<file path="config.mk">
export PLATFORM = sky130hd
export DESIGN_NAME = dmem_ctrl_flat
export DESIGN_NICKNAME = d
export VERILOG_FILES = /design/src/rtl/dmem_ctrl_if.sv /design/src/rtl/dmem_ctrl.sv /design/src/flat_wrapper.sv
export SDC_FILE = /design/constraint.sdc
export NUM_CORES = 1
export LEC_CHECK = 0
export ABC_AREA = 0
export ABC_CLOCK_PERIOD_IN_PS = 5800
export CAP_MARGIN = 40
export CORE_MARGIN = 5
export CORE_UTILIZATION = 40
export CTS_CLUSTER_DIAMETER = 100
export DETAILED_ROUTE_END_ITERATION = 10
export PLACE_DENSITY = 0.74
export RECOVER_POWER = 25
export SLEW_MARGIN = 20
export SYNTH_ARGS = -nofsm -noshare
export SYNTH_HDL_FRONTEND = slang
export SYNTH_SLANG_ARGS = --single-unit
export TNS_END_PERCENT = 10
</file>
<file path="constraint.sdc">
create_clock -name clk -period 5.8 [get_ports clk]
set_input_delay 1.16 -clock clk [delete_from_list [all_inputs] [get_ports clk]]
set_output_delay 1.16 -clock clk [all_outputs]
set_load 0.03 [all_outputs]
</file>
<file path="src/rtl/dmem_ctrl_if.sv">
// Pipeline-side and memory-bus-side signals of the data memory controller.
// The master modport is the controller; the slave modport is its environment.
interface dmem_ctrl_if;
    logic [31:0] address;
    logic [31:0] data_write;
    logic [1:0]  size;
    logic        mem_read;
    logic        mem_write;
    logic [31:0] data_mem;
    logic        stall;
    logic        bus_req;
    logic        bus_we;
    logic [31:0] bus_addr;
    logic [31:0] bus_wdata;
    logic [3:0]  bus_be;
    logic        bus_ack;
    logic [31:0] bus_rdata;
    logic        misalign_err;
    logic        timeout_err;

    modport master (
        input  address, data_write, size, mem_read, mem_write, bus_ack, bus_rdata,
        output data_mem, stall, bus_req, bus_we, bus_addr, bus_wdata, bus_be,
               misalign_err, timeout_err
    );

    modport slave (
        output address, data_write, size, mem_read, mem_write, bus_ack, bus_rdata,
        input  data_mem, stall, bus_req, bus_we, bus_addr, bus_wdata, bus_be,
               misalign_err, timeout_err
    );
endinterface

</file>
<file path="src/rtl/dmem_ctrl.sv">
// Data memory controller: one byte/half/word access per IDLE->BUSY->DONE pass.
// Define DMEM_TIMEOUT_EN to abort a BUSY access after 255 cycles without ack.
module dmem_ctrl (
    input logic         clk,
    input logic         rst,
    dmem_ctrl_if.master mem
);
    typedef enum logic [1:0] {IDLE, BUSY, DONE} state_t;

    state_t      state, next_state;
    logic [31:0] addr_q, wdata_q, rdata_q;
    logic [1:0]  size_q;
    logic        we_q;
    logic        latch_en, capture_en, timeout_hit;
    logic        access, misaligned, in_half, in_word;
    logic        q_byte, q_half;
    logic [31:0] rd_shifted;

    assign access     = mem.mem_read | mem.mem_write;
    assign in_half    = (mem.size == 2'b01);
    assign in_word    = (mem.size == 2'b00) || (mem.size == 2'b11);
    assign misaligned = (in_half && mem.address[0]) || (in_word && (mem.address[1:0] != 2'b00));

    assign q_byte     = (size_q == 2'b10);
    assign q_half     = (size_q == 2'b01);
    assign rd_shifted = q_byte ? (mem.bus_rdata >> {addr_q[1:0], 3'b000}) & 32'h0000_00FF :
                        q_half ? (mem.bus_rdata >> {addr_q[1], 4'b0000}) & 32'h0000_FFFF :
                                 mem.bus_rdata;

`ifdef DMEM_TIMEOUT_EN
    logic [7:0] cnt;
    always_ff @(posedge clk or posedge rst) begin
        if (rst)
            cnt <= '0;
        else if (latch_en)
            cnt <= '0;
        else if (state == BUSY)
            cnt <= cnt + 8'd1;
    end
`endif

    always_ff @(posedge clk or posedge rst) begin
        if (rst) begin
            state   <= IDLE;
            addr_q  <= '0;
            wdata_q <= '0;
            size_q  <= '0;
            we_q    <= 1'b0;
            rdata_q <= '0;
        end else begin
            state <= next_state;
            if (latch_en) begin
                addr_q  <= mem.address;
                wdata_q <= mem.data_write;
                size_q  <= mem.size;
                we_q    <= mem.mem_write;
            end
            if (capture_en)
                rdata_q <= we_q ? '0 : rd_shifted;
            else if (timeout_hit)
                rdata_q <= '0;
        end
    end

    always_comb begin
        next_state       = state;
        latch_en         = 1'b0;
        capture_en       = 1'b0;
        timeout_hit      = 1'b0;
        mem.stall        = 1'b0;
        mem.bus_req      = 1'b0;
        mem.bus_we       = 1'b0;
        mem.bus_addr     = '0;
        mem.bus_be       = '0;
        mem.bus_wdata    = '0;
        mem.data_mem     = '0;
        mem.misalign_err = 1'b0;
        mem.timeout_err  = 1'b0;
        case (state)
            IDLE: begin
                if (access) begin
                    if (misaligned) begin
                        mem.misalign_err = 1'b1;
                    end else begin
                        mem.stall  = 1'b1;
                        latch_en   = 1'b1;
                        next_state = BUSY;
                    end
                end
            end
            BUSY: begin
                mem.stall    = 1'b1;
                mem.bus_req  = 1'b1;
                mem.bus_we   = we_q;
                mem.bus_addr = {addr_q[31:2], 2'b00};
                if (q_byte) begin
                    mem.bus_be    = 4'b0001 << addr_q[1:0];
                    mem.bus_wdata = {4{wdata_q[7:0]}};
                end else if (q_half) begin
                    mem.bus_be    = addr_q[1] ? 4'b1100 : 4'b0011;
                    mem.bus_wdata = {2{wdata_q[15:0]}};
                end else begin
                    mem.bus_be    = 4'b1111;
                    mem.bus_wdata = wdata_q;
                end
                if (mem.bus_ack) begin
                    capture_en = 1'b1;
                    next_state = DONE;
                end
`ifdef DMEM_TIMEOUT_EN
                // An ack arriving in the final counted cycle still wins over the timeout.
                else if (cnt == 8'hFF) begin
                    mem.bus_req     = 1'b0;
                    mem.timeout_err = 1'b1;
                    timeout_hit     = 1'b1;
                    next_state      = DONE;
                end
`endif
            end
            DONE: begin
                mem.data_mem = rdata_q;
                next_state   = IDLE;
            end
            default: next_state = IDLE;
        endcase
    end
endmodule

</file>
<file path="src/flat_wrapper.sv">
// flat-port wrapper written by rule: the top's interface ports become plain ports
module dmem_ctrl_flat 
  (clk, rst, mem_address, mem_data_write, mem_size, mem_mem_read, mem_mem_write, mem_bus_ack, mem_bus_rdata, mem_data_mem, mem_stall, mem_bus_req, mem_bus_we, mem_bus_addr, mem_bus_wdata, mem_bus_be, mem_misalign_err, mem_timeout_err);
  dmem_ctrl_if mem_i ();
  input logic clk;
  input logic rst;
  input wire logic [$bits(mem_i.address)-1:0] mem_address;
  input wire logic [$bits(mem_i.data_write)-1:0] mem_data_write;
  input wire logic [$bits(mem_i.size)-1:0] mem_size;
  input wire logic [$bits(mem_i.mem_read)-1:0] mem_mem_read;
  input wire logic [$bits(mem_i.mem_write)-1:0] mem_mem_write;
  input wire logic [$bits(mem_i.bus_ack)-1:0] mem_bus_ack;
  input wire logic [$bits(mem_i.bus_rdata)-1:0] mem_bus_rdata;
  output wire logic [$bits(mem_i.data_mem)-1:0] mem_data_mem;
  output wire logic [$bits(mem_i.stall)-1:0] mem_stall;
  output wire logic [$bits(mem_i.bus_req)-1:0] mem_bus_req;
  output wire logic [$bits(mem_i.bus_we)-1:0] mem_bus_we;
  output wire logic [$bits(mem_i.bus_addr)-1:0] mem_bus_addr;
  output wire logic [$bits(mem_i.bus_wdata)-1:0] mem_bus_wdata;
  output wire logic [$bits(mem_i.bus_be)-1:0] mem_bus_be;
  output wire logic [$bits(mem_i.misalign_err)-1:0] mem_misalign_err;
  output wire logic [$bits(mem_i.timeout_err)-1:0] mem_timeout_err;
  assign mem_i.address = mem_address;
  assign mem_i.data_write = mem_data_write;
  assign mem_i.size = mem_size;
  assign mem_i.mem_read = mem_mem_read;
  assign mem_i.mem_write = mem_mem_write;
  assign mem_i.bus_ack = mem_bus_ack;
  assign mem_i.bus_rdata = mem_bus_rdata;
  assign mem_data_mem = mem_i.data_mem;
  assign mem_stall = mem_i.stall;
  assign mem_bus_req = mem_i.bus_req;
  assign mem_bus_we = mem_i.bus_we;
  assign mem_bus_addr = mem_i.bus_addr;
  assign mem_bus_wdata = mem_i.bus_wdata;
  assign mem_bus_be = mem_i.bus_be;
  assign mem_misalign_err = mem_i.misalign_err;
  assign mem_timeout_err = mem_i.timeout_err;
  dmem_ctrl u_core (.clk(clk), .rst(rst), .mem(mem_i));
endmodule
</file>
==> results of run 1 <==
sequential cells by signal, indices dropped and copies added, names as in the netlist:
| signal | cells |
|---|---|
| u_core.size_q | 2 |
| u_core.rdata_q | 32 |
| u_core.wdata_q | 32 |
| u_core.we_q | 1 |
| u_core.state | 2 |
| u_core.addr_q | 32 |
power groups by stage:
stage                     clock [uW]  combinational, uW  sequential, uW
final                            611               2090            1330
after global routing             655               2260            1380
after CTS                        629               2060            1360
after detailed placement           0               2050            1380
after global placement             0               2010            1350
after floorplan                    0               1520            1180
final timing paths:
check	from	to	slack (ps)	depth (start not counted)
setup / recovery	mem_size[1]	mem_stall	1300	7
hold / removal	u_core.rdata_q[11]$_DFFE_PP0P_	u_core.rdata_q[11]$_DFFE_PP0P_	470	2
setup reg to reg	u_core.size_q[1]$_DFFE_PP0P_	u_core.rdata_q[31]$_DFFE_PP0P_	3660	5
hold reg to reg	u_core.rdata_q[11]$_DFFE_PP0P_	u_core.rdata_q[11]$_DFFE_PP0P_	470	2
max in group asynchronous	rst	u_core.size_q[1]$_DFFE_PP0P_	2300	3
min in group asynchronous	rst	u_core.addr_q[24]$_DFFE_PP0P_	1940	2
cells in the mapped netlist, drive strengths merged:
master and count:
nand3b 3, nor4b 7, inv 4, nand2b 6, mux2i 23, ha 1
nor3 14, nand2 44, and2 71, mux2 67, a211oi 23, nor2 14
a21oi 21, mux4 1, or2 1, o31ai 7, a22o 16, buf 27
o2111ai 1, o41ai 1, nor3b 8, dfrtp 101, o21ai 19, a32o 7
xnor2 1, and3b 1, conb 1, clkbuf 21, nor2b 18, xor2 1
nand4bb 1
worst max-delay path, delay by kind of cell:
kind	cells	cell delay [ps]
adder cells (fa/ha/maj)	1	280
AND/OR/NAND/NOR	1	110
buffers and inverters	3	1230
AO/OA/AOI/OAI	2	560
stage by stage:
step	hold slack [ps]	instances	total power (uW)	setup slack, ps	instance area (um2)
2_1_floorplan	435	533	2690	1990	5550
3_3_place_gp	458	876	3360	1450	7660
3_5_place_dp	465	877	3420	1430	7670
4_1_cts	480	893	4050	1410	7970
5_1_grt	509	895	4300	1200	8000
6_report	475	895	4030	1300	8000
area by class of cell:
| class | instances | area (um2) |
|---|---|---|
| repair buffers | 214 | 2150 |
| well taps | 180 | 225 |
| multi-input cells | 380 | 2790 |
| inverters | 4 | 16.3 |
| fillers | 1179 | 5720 |
| clock inverters | 3 | 43.8 |
| flip-flops and latches | 101 | 2530 |
| clock buffers | 13 | 250 |
layer usage:
metal  vias to the layer above  routed length [um]
met3                        23                1380
met2                       179                7570
met1                      2319                7070
met5                         -                   0
li1                       2217                   -
met4                         0                 324
cells by family after synthesis:
| kind of cell | after synthesis |
|---|---|
| mux | 91 |
| simple gates | 188 |
| flops | 101 |
| buf+inv | 52 |
| fa+ha+maj | 1 |
| xor+xnor | 2 |
| other cells | 1 |
| compound gates | 95 |
==> impl_metrics.json, run 1 <==
{
  "switchingPower_uw": 1670,
  "antenna_found_initial": 0,
  "cts_hold_buf": 0,
  "numCtsBuffers": 9,
  "fin_tns_setup_ps": 0,
  "crit_slowest_cell": "clkdlybuf4s50_1",
  "clk_transition_reported_paths_ps": 60,
  "design.core.area_um2": 13700,
  "critPathMaxStageDelay_ps": 690,
  "synthSimpleGateAreaFrac_pct": 19.0,
  "ios": 208,
  "max-vdd-ir-drop_mv": 0.329,
  "overflow": 0,
  "die_h_um": 128,
  "cts_setup_buffers": 0,
  "gr-max-usage-layer": "met2",
  "vias_per_cell": 5.29,
  "violations": "max-capacitance violations, max-slew violations",
  "dr.first_iter.drc_count": 454,
  "synth_top_area_share_pct": 45.6,
  "fmax_mhz": 222,
  "place.gp.congestion": 0.839,
  "maxCapViolations": 2,
  "critPathMaxFanout": 3,
  "use_met2_pct": 32.1,
  "final_core_util_pct": 58.3,
  "path_common_cell": "clkdlybuf4s50_1",
  "final_common_cell": "clkdlybuf4s50_1",
  "leakagePower_uw": 0.00329,
  "synth_xor_area_share_pct": 0.654,
  "slew_violations": 91,
  "period_needed_ps": 4500,
  "clk_latency_ps": 350,
  "setup.worst_path.end_class": "output pin",
  "clock_sinks": 101,
  "drc_errors": 0,
  "combinationalPowerShare_pct": 51.8,
  "synthAdderAreaFrac_pct": 0.226,
  "wl_um": 16300,
  "hp-class": "reg2reg",
  "swShare_pct": 41.4,
  "yosys.area.top_type": "dfrtp_1",
  "yosysWarnings": 0,
  "netlist-cell-type-count": 37,
  "drive_above_1_share_pct": 12.4,
  "synth_top_family_by_area": "simple AND/OR/NAND/NOR gates",
  "synth_area_leaders": "dfrtp_1, mux2_2, and2_1",
  "cts_buffer_depth": 2,
  "dr_total_vias": 4738,
  "clockPowerShare_pct": 15.1,
  "power_density_nw_per_um2": 504,
  "synth_area_um2": 5540,
  "synth_seq_area_share_pct": 45.6,
  "cp-start-kind": "input port",
  "synthMuxAreaShare_pct": 18.2,
  "postSynthCellCount": 531,
  "grt_max_degree": 68,
  "tightest_slew_ps": 2500,
  "dieArea_um2": 16300,
  "status": "finished with violations",
  "antenna_left": 0,
  "p_int_uw": 2370,
  "finalClockSkew_ps": 5.35,
  "cts_tree": "done",
  "rows": 43,
  "synth.ff_latch_count": 101,
  "syn_area_per_cell_um2": 10.4,
  "dp_hpwl_um": 11800,
  "period_share_pct": 77.5,
  "post_drt_wl_per_cell_um": 18.3,
  "nets": 814,
  "synth_compound_gate_area_share_pct": 11.8,
  "worstPathCellList": "clkdlybuf4s50_1, inv_1, ha_1, o21ai_0, o2111ai_4, nand2_1, clkdlybuf4s50_1",
  "cts_max_level": 3,
  "worst_ep_required_time_ps": 4640,
  "dr.pass1.iters": 4,
  "start_util_pct": 40.4,
  "grt_pass1_vias": 5034,
  "gr-usage-met3_pct": 6.04,
  "die_w_um": 128,
  "grt_pass1_wl_um": 26300,
  "diodes": 0,
  "ctsResizeCount": 0,
  "grtUsageTotal_pct": 20.4,
  "seqPwrFrac_pct": 33.0,
  "io_buffers": 204,
  "hold_viol": 0,
  "met1_usage_pct": 26.5,
  "layout_common_cells": "clkdlybuf4s50_1, dfrtp_1, and2_1",
  "rsz0062_at_grt": "false",
  "cts_root_buf": "clkbuf_16",
  "setup_violations": 0,
  "path_class": "in2out",
  "syn_to_final_growth_pct": 44.4,
  "cp.arrival_ps": 3340,
  "maxSlewHeadroom_pct": -67.7
}
Note: power is estimated with default switching activity, not from simulation.
==> run 2: changes to the inputs <==
- ABC_CLOCK_PERIOD_IN_PS: 5800 -> 4550
- clock period: 5.8 -> 4.55 ns (I/O delays scaled with it)
==> run 2 against run 1 <==
Against the previous run:
- non-clock buffer count increased by 1
- the flow still finishes with violations (max-capacitance violations, max-slew violations)
- power is 26% higher
- design area down 0.23%
==> impl_metrics.json, run 2 (same netlist as run 1, synthesis figures left out) <==
{
  "status": "finished with violations",
  "violations": "max-capacitance violations, max-slew violations",
  "fmax_mhz": 261,
  "leakagePower_uw": 0.00329,
  "endpoint": "mem_stall",
  "cp-start-kind": "input port",
  "design_area_um2": 7990,
  "grt_pass1_wl_um": 26600,
  "cts_root_buf": "clkbuf_16",
  "worst_ep_required_time_ps": 3640,
  "dr.pass1.iters": 4,
  "start_util_pct": 40.4,
  "p_total_uw": 5100,
  "io_buffers": 204,
  "ios": 208,
  "grt_max_degree": 69,
  "cp-startpoint": "mem_size[1]",
  "design.core.area_um2": 13700,
  "finalClockSkew_ps": 6.13,
  "grtUsageTotal_pct": 20.6,
  "clock_sinks": 101,
  "reg_top3": "u_core.addr_q: 32 flops, u_core.rdata_q: 32 flops, u_core.wdata_q: 32 flops",
  "antenna_found_initial": 0,
  "die_w_um": 128,
  "period_share_pct": 84.2,
  "place.gp.congestion": 0.831,
  "rr_worst_depth": 5,
  "hold_viol": 0,
  "path_class": "in2out",
  "final_core_util_pct": 58.2,
  "vias_per_cell": 5.41,
  "clk_transition_reported_paths_ps": 60,
  "setup_violations": 0,
  "grt_pass1_vias": 4963,
  "max-vdd-ir-drop_mv": 0.495,
  "rsz0062_at_grt": "false",
  "ctsResizeCount": 0,
  "power_density_nw_per_um2": 638,
  "post_dp_cell_area_um2": 7690,
  "maxCapViolations": 1,
  "rows": 43,
  "ff2ff_setup_slack_ps": 2410,
  "cp.arrival_ps": 2920,
  "drc_errors": 0,
  "dr.first_iter.drc_count": 379,
  "numCtsBuffers": 9,
  "tightest_slew_ps": 1720,
  "slew_violations": 33,
  "wl_um": 16900,
  "cts_buffer_depth": 2,
  "layout_common_cells": "clkdlybuf4s50_1, dfrtp_1, and2_1",
  "cts_max_level": 3,
  "antenna_left": 0,
  "dr_total_vias": 4848,
  "die_h_um": 128,
  "syn_to_final_growth_pct": 44.0,
  "final_common_cell": "clkdlybuf4s50_1",
  "hold_start": "u_core.rdata_q[9]$_DFFE_PP0P_",
  "rr_startpoint": "u_core.size_q[1]$_DFFE_PP0P_",
  "critPathMaxFanout": 2,
  "dieArea_um2": 16300,
  "nets": 815,
  "rr_endpoint": "u_core.rdata_q[30]$_DFFE_PP0P_",
  "overflow": 0,
  "hp-class": "reg2reg",
  "dp_hpwl_um": 12200,
  "post_drt_wl_per_cell_um": 18.8,
  "cts_tree": "done",
  "drive_above_1_share_pct": 12.7,
  "setup.worst_path.end_class": "output pin",
  "diodes": 0,
  "maxSlewHeadroom_pct": -14.4,
  "period_needed_ps": 3830,
  "clk_latency_ps": 350,
  "cts_setup_buffers": 0,
  "fin_tns_setup_ps": 0,
  "cts_hold_buf": 0,
  "fill_cells": 1174
}
==> run 2: cell types whose count changed in the layout (fill, tap and decap cells not counted) <==
cell,previous run,this run
bufinv_16,1,0
clkinv_2,1,3
nor2b_2,1,0
buf_4,5,8
buf_6,1,0
o21ai_0,19,18
nor2b_1,17,18
clkbuf_1,5,3
o21ai_1,0,1
==> run 2: area by class of cell <==
type,count,area [um2],area share (%)
inverter,4,16.3,0.204
tap,180,225,2.82
clock inverter,4,23.8,0.298
timing repair buffer,215,2150,27.0
sequential,101,2530,31.7
multi-input combinational,380,2790,34.9
clock buffer,12,246,3.09
==> run 2: layer usage <==
layer | vias up | track usage (%) | share of wire, %
met5 | - | 0 | 0
met4 | 0 | 7.93 | 2.3
met3 | 33 | 6.17 | 9.5
met2 | 258 | 32.3 | 47
met1 | 2343 | 26.8 | 41
li1 | 2214 | - | -
==> run 2: worst min-delay path by stage <==
| stage | depth (start not counted) | end |
|---|---|---|
| after detailed placement | 2 | u_core.rdata_q[9]$_DFFE_PP0P_ |
| after global routing | 1 | u_core.rdata_q[28]$_DFFE_PP0P_ |
| final | 2 | u_core.rdata_q[9]$_DFFE_PP0P_ |
| after global placement | 2 | u_core.rdata_q[0]$_DFFE_PP0P_ |
| after CTS | 2 | u_core.rdata_q[9]$_DFFE_PP0P_ |
| after floorplan | 2 | u_core.rdata_q[0]$_DFFE_PP0P_ |
==> run 2: through the flow <==
step	instances	setup WS, ps	hold WS, ps
finish	896	720	479
global route	896	551	514
CTS	895	700	483
detailed placement	879	720	468
global placement	878	720	460
floorplan	533	993	435
==> run 2: power breakdown <==
group / internal, uW / switching (uW)
Clock: 385 / 328
Sequential: 1320 / 383
Combinational: 1240 / 1440
Total: 2950 / 2150
==> run 2: critical path, stage by stage <==
cell and delay (ps):
clkdlybuf4s50_1 480, inv_1 50, ha_1 290, o21ai_1 240, o2111ai_4 160, nand2_1 100
clkdlybuf4s50_1 680
==> run 3: changes to the inputs <==
- ABC_CLOCK_PERIOD_IN_PS: 4550 -> 3250
- PLACE_DENSITY: 0.74 -> 0.76
- clock period: 4.55 -> 3.25 ns (I/O delays scaled with it)
==> run 3 against run 2 <==
Against the previous run:
- the run still ends with max-capacitance violations, max-slew violations left
- wire length up 0.91%
- hold slack improved by 0.61 ps
- sequential power increased by 36%
- critical path depth down 3
- worst setup slack worse by 560 ps
- power up 43%
- final cell count is 0.33% higher
- critical endpoint is now mem_bus_wdata[13]
- highest routed layer unchanged
==> impl_metrics.json, run 3 (same netlist as run 1, synthesis figures left out) <==
{
  "design.core.area_um2": 13700,
  "period_share_pct": 95.1,
  "final_core_util_pct": 58.5,
  "max-vdd-ir-drop_mv": 0.515,
  "critPathMaxFanout": 12,
  "diodes": 0,
  "clk_transition_reported_paths_ps": 60,
  "clock_sinks": 101,
  "critPathMaxStageDelay_ps": 700,
  "die_h_um": 128,
  "worst_ep_required_time_ps": 2600,
  "syn_to_final_growth_pct": 44.8,
  "finalClockSkew_ps": 5.82,
  "worstPathCellList": "nand2b_1, nand2_1, a21oi_1, clkdlybuf4s50_1",
  "grt_pass1_wl_um": 26500,
  "ios": 208,
  "cts_max_level": 3,
  "rows": 43,
  "place.gp.congestion": 0.845,
  "rsz0062_at_grt": "true",
  "die_w_um": 128,
  "post_drt_wl_per_cell_um": 18.9,
  "switchingPower_uw": 3060,
  "numCtsBuffers": 9,
  "combinationalPowerShare_pct": 52.9,
  "setup.worst_path.end_class": "output pin",
  "dr.pass1.iters": 5,
  "clockPowerShare_pct": 15.1,
  "vias_per_cell": 5.29,
  "final_common_cell": "clkdlybuf4s50_1",
  "cts_tree": "done",
  "drive_above_1_share_pct": 14.6,
  "violations": "max-capacitance violations, max-slew violations",
  "dr_total_vias": 4753,
  "overflow": 0,
  "cts_hold_buf": 0,
  "power_density_nw_per_um2": 907,
  "dieArea_um2": 16300,
  "antenna_left": 0,
  "drc_errors": 0,
  "p_int_uw": 4220,
  "grtUsageTotal_pct": 20.4,
  "leakagePower_uw": 0.00333,
  "path_class": "reg2out",
  "io_buffers": 204,
  "grt_pass1_vias": 4985,
  "maxSlewHeadroom_pct": -22.5,
  "pre_cts_slack_ps": 244,
  "rr_worst_depth": 4,
  "cts_buffer_depth": 2,
  "wl_um": 17000,
  "antenna_found_initial": 0,
  "hp-class": "reg2reg",
  "hold_depth": 2,
  "swShare_pct": 42.0,
  "fmax_mhz": 323,
  "dr.first_iter.drc_count": 353,
  "grt_max_degree": 73,
  "design_area_um2": 8030,
  "postLayoutSetupSlackWorst_ps": 159,
  "layout_common_cells": "clkdlybuf4s50_1, dfrtp_1, and2_1",
  "reg_top3": "u_core.addr_q: 32 flops, u_core.rdata_q: 32 flops, u_core.wdata_q: 32 flops",
  "crit_slowest_cell": "clkdlybuf4s50_1",
  "fin_tns_setup_ps": 0,
  "start_util_pct": 40.4,
  "cp.arrival_ps": 2440,
  "post_dp_cell_area_um2": 7710,
  "tightest_slew_ps": 1840,
  "nets": 818,
  "seqPwrFrac_pct": 32.0,
  "cts_root_buf": "clkbuf_16",
  "maxCapViolations": 2,
  "hold_viol": 0,
  "period_needed_ps": 3090,
  "slew_violations": 103,
  "setup_violations": 0,
  "status": "finished with violations",
  "cp-start-kind": "register",
  "dp_hpwl_um": 12400,
  "clk_latency_ps": 350
}
## run 3: final timing paths
path / start / endpoint / slack, ps
worst max-delay path: u_core.size_q[0]$_DFFE_PP0P_ / mem_bus_wdata[13] / 160
worst min-delay path: u_core.rdata_q[10]$_DFFE_PP0P_ / u_core.rdata_q[10]$_DFFE_PP0P_ / 480
worst max register to register: u_core.addr_q[1]$_DFFE_PP0P_ / u_core.rdata_q[3]$_DFFE_PP0P_ / 1260
worst min register to register: u_core.rdata_q[10]$_DFFE_PP0P_ / u_core.rdata_q[10]$_DFFE_PP0P_ / 480
max in group asynchronous: rst / u_core.size_q[1]$_DFFE_PP0P_ / 560
min in group asynchronous: rst / u_core.addr_q[6]$_DFFE_PP0P_ / 1350
## run 3: power by group through the flow
| stage | Sequential (uW) | Combinational [uW] | Clock [uW] |
|---|---|---|---|
| finish | 2330 | 3850 | 1100 |
| CTS | 2320 | 3870 | 1120 |
| detailed placement | 2340 | 3850 | 0 |
| floorplan | 2100 | 2700 | 0 |
| global placement | 2280 | 3730 | 0 |
| global route | 2400 | 4130 | 1170 |
## run 3: worst max-delay path: cells and delay by family (launching register included)
kind / cells / cell delay [ps]
and+or+nand+nor: 2 / 630
buffers and inverters: 1 / 700
AOI/OAI and AO/OA: 1 / 220
DFF: 1 / 530
## run 3: metrics by stage
step	hold slack (ps)	power, uW	cells
after floorplan	435	4800	533
after global placement	459	6020	882
after detailed placement	469	6180	882
after CTS	484	7300	898
after global routing	507	7700	899
final	479	7280	899
## run 3: final cells by class
class	count	area, um2
Timing Repair Buffer	218	2150
Clock inverter	6	62.6
Sequential cell	101	2530
Multi-Input combinational cell	380	2800
Fill cell	1179	5690
Tap cell	180	225
Clock buffer	10	239
Inverter	4	20.0
## run 3: repair_timing
action	4_1_cts	5_1_grt
endpoints found under the setup margin	0	9
buffers inserted	0	0
gates resized for setup	0	3
## run 3: metal layers
metal	track usage (%)	wire length, um	up-vias
met5	0	0	-
met3	5.17	1210	29
li1	-	-	2228
met1	26.3	7230	2322
met2	33.5	8220	174
met4	7.37	386	0
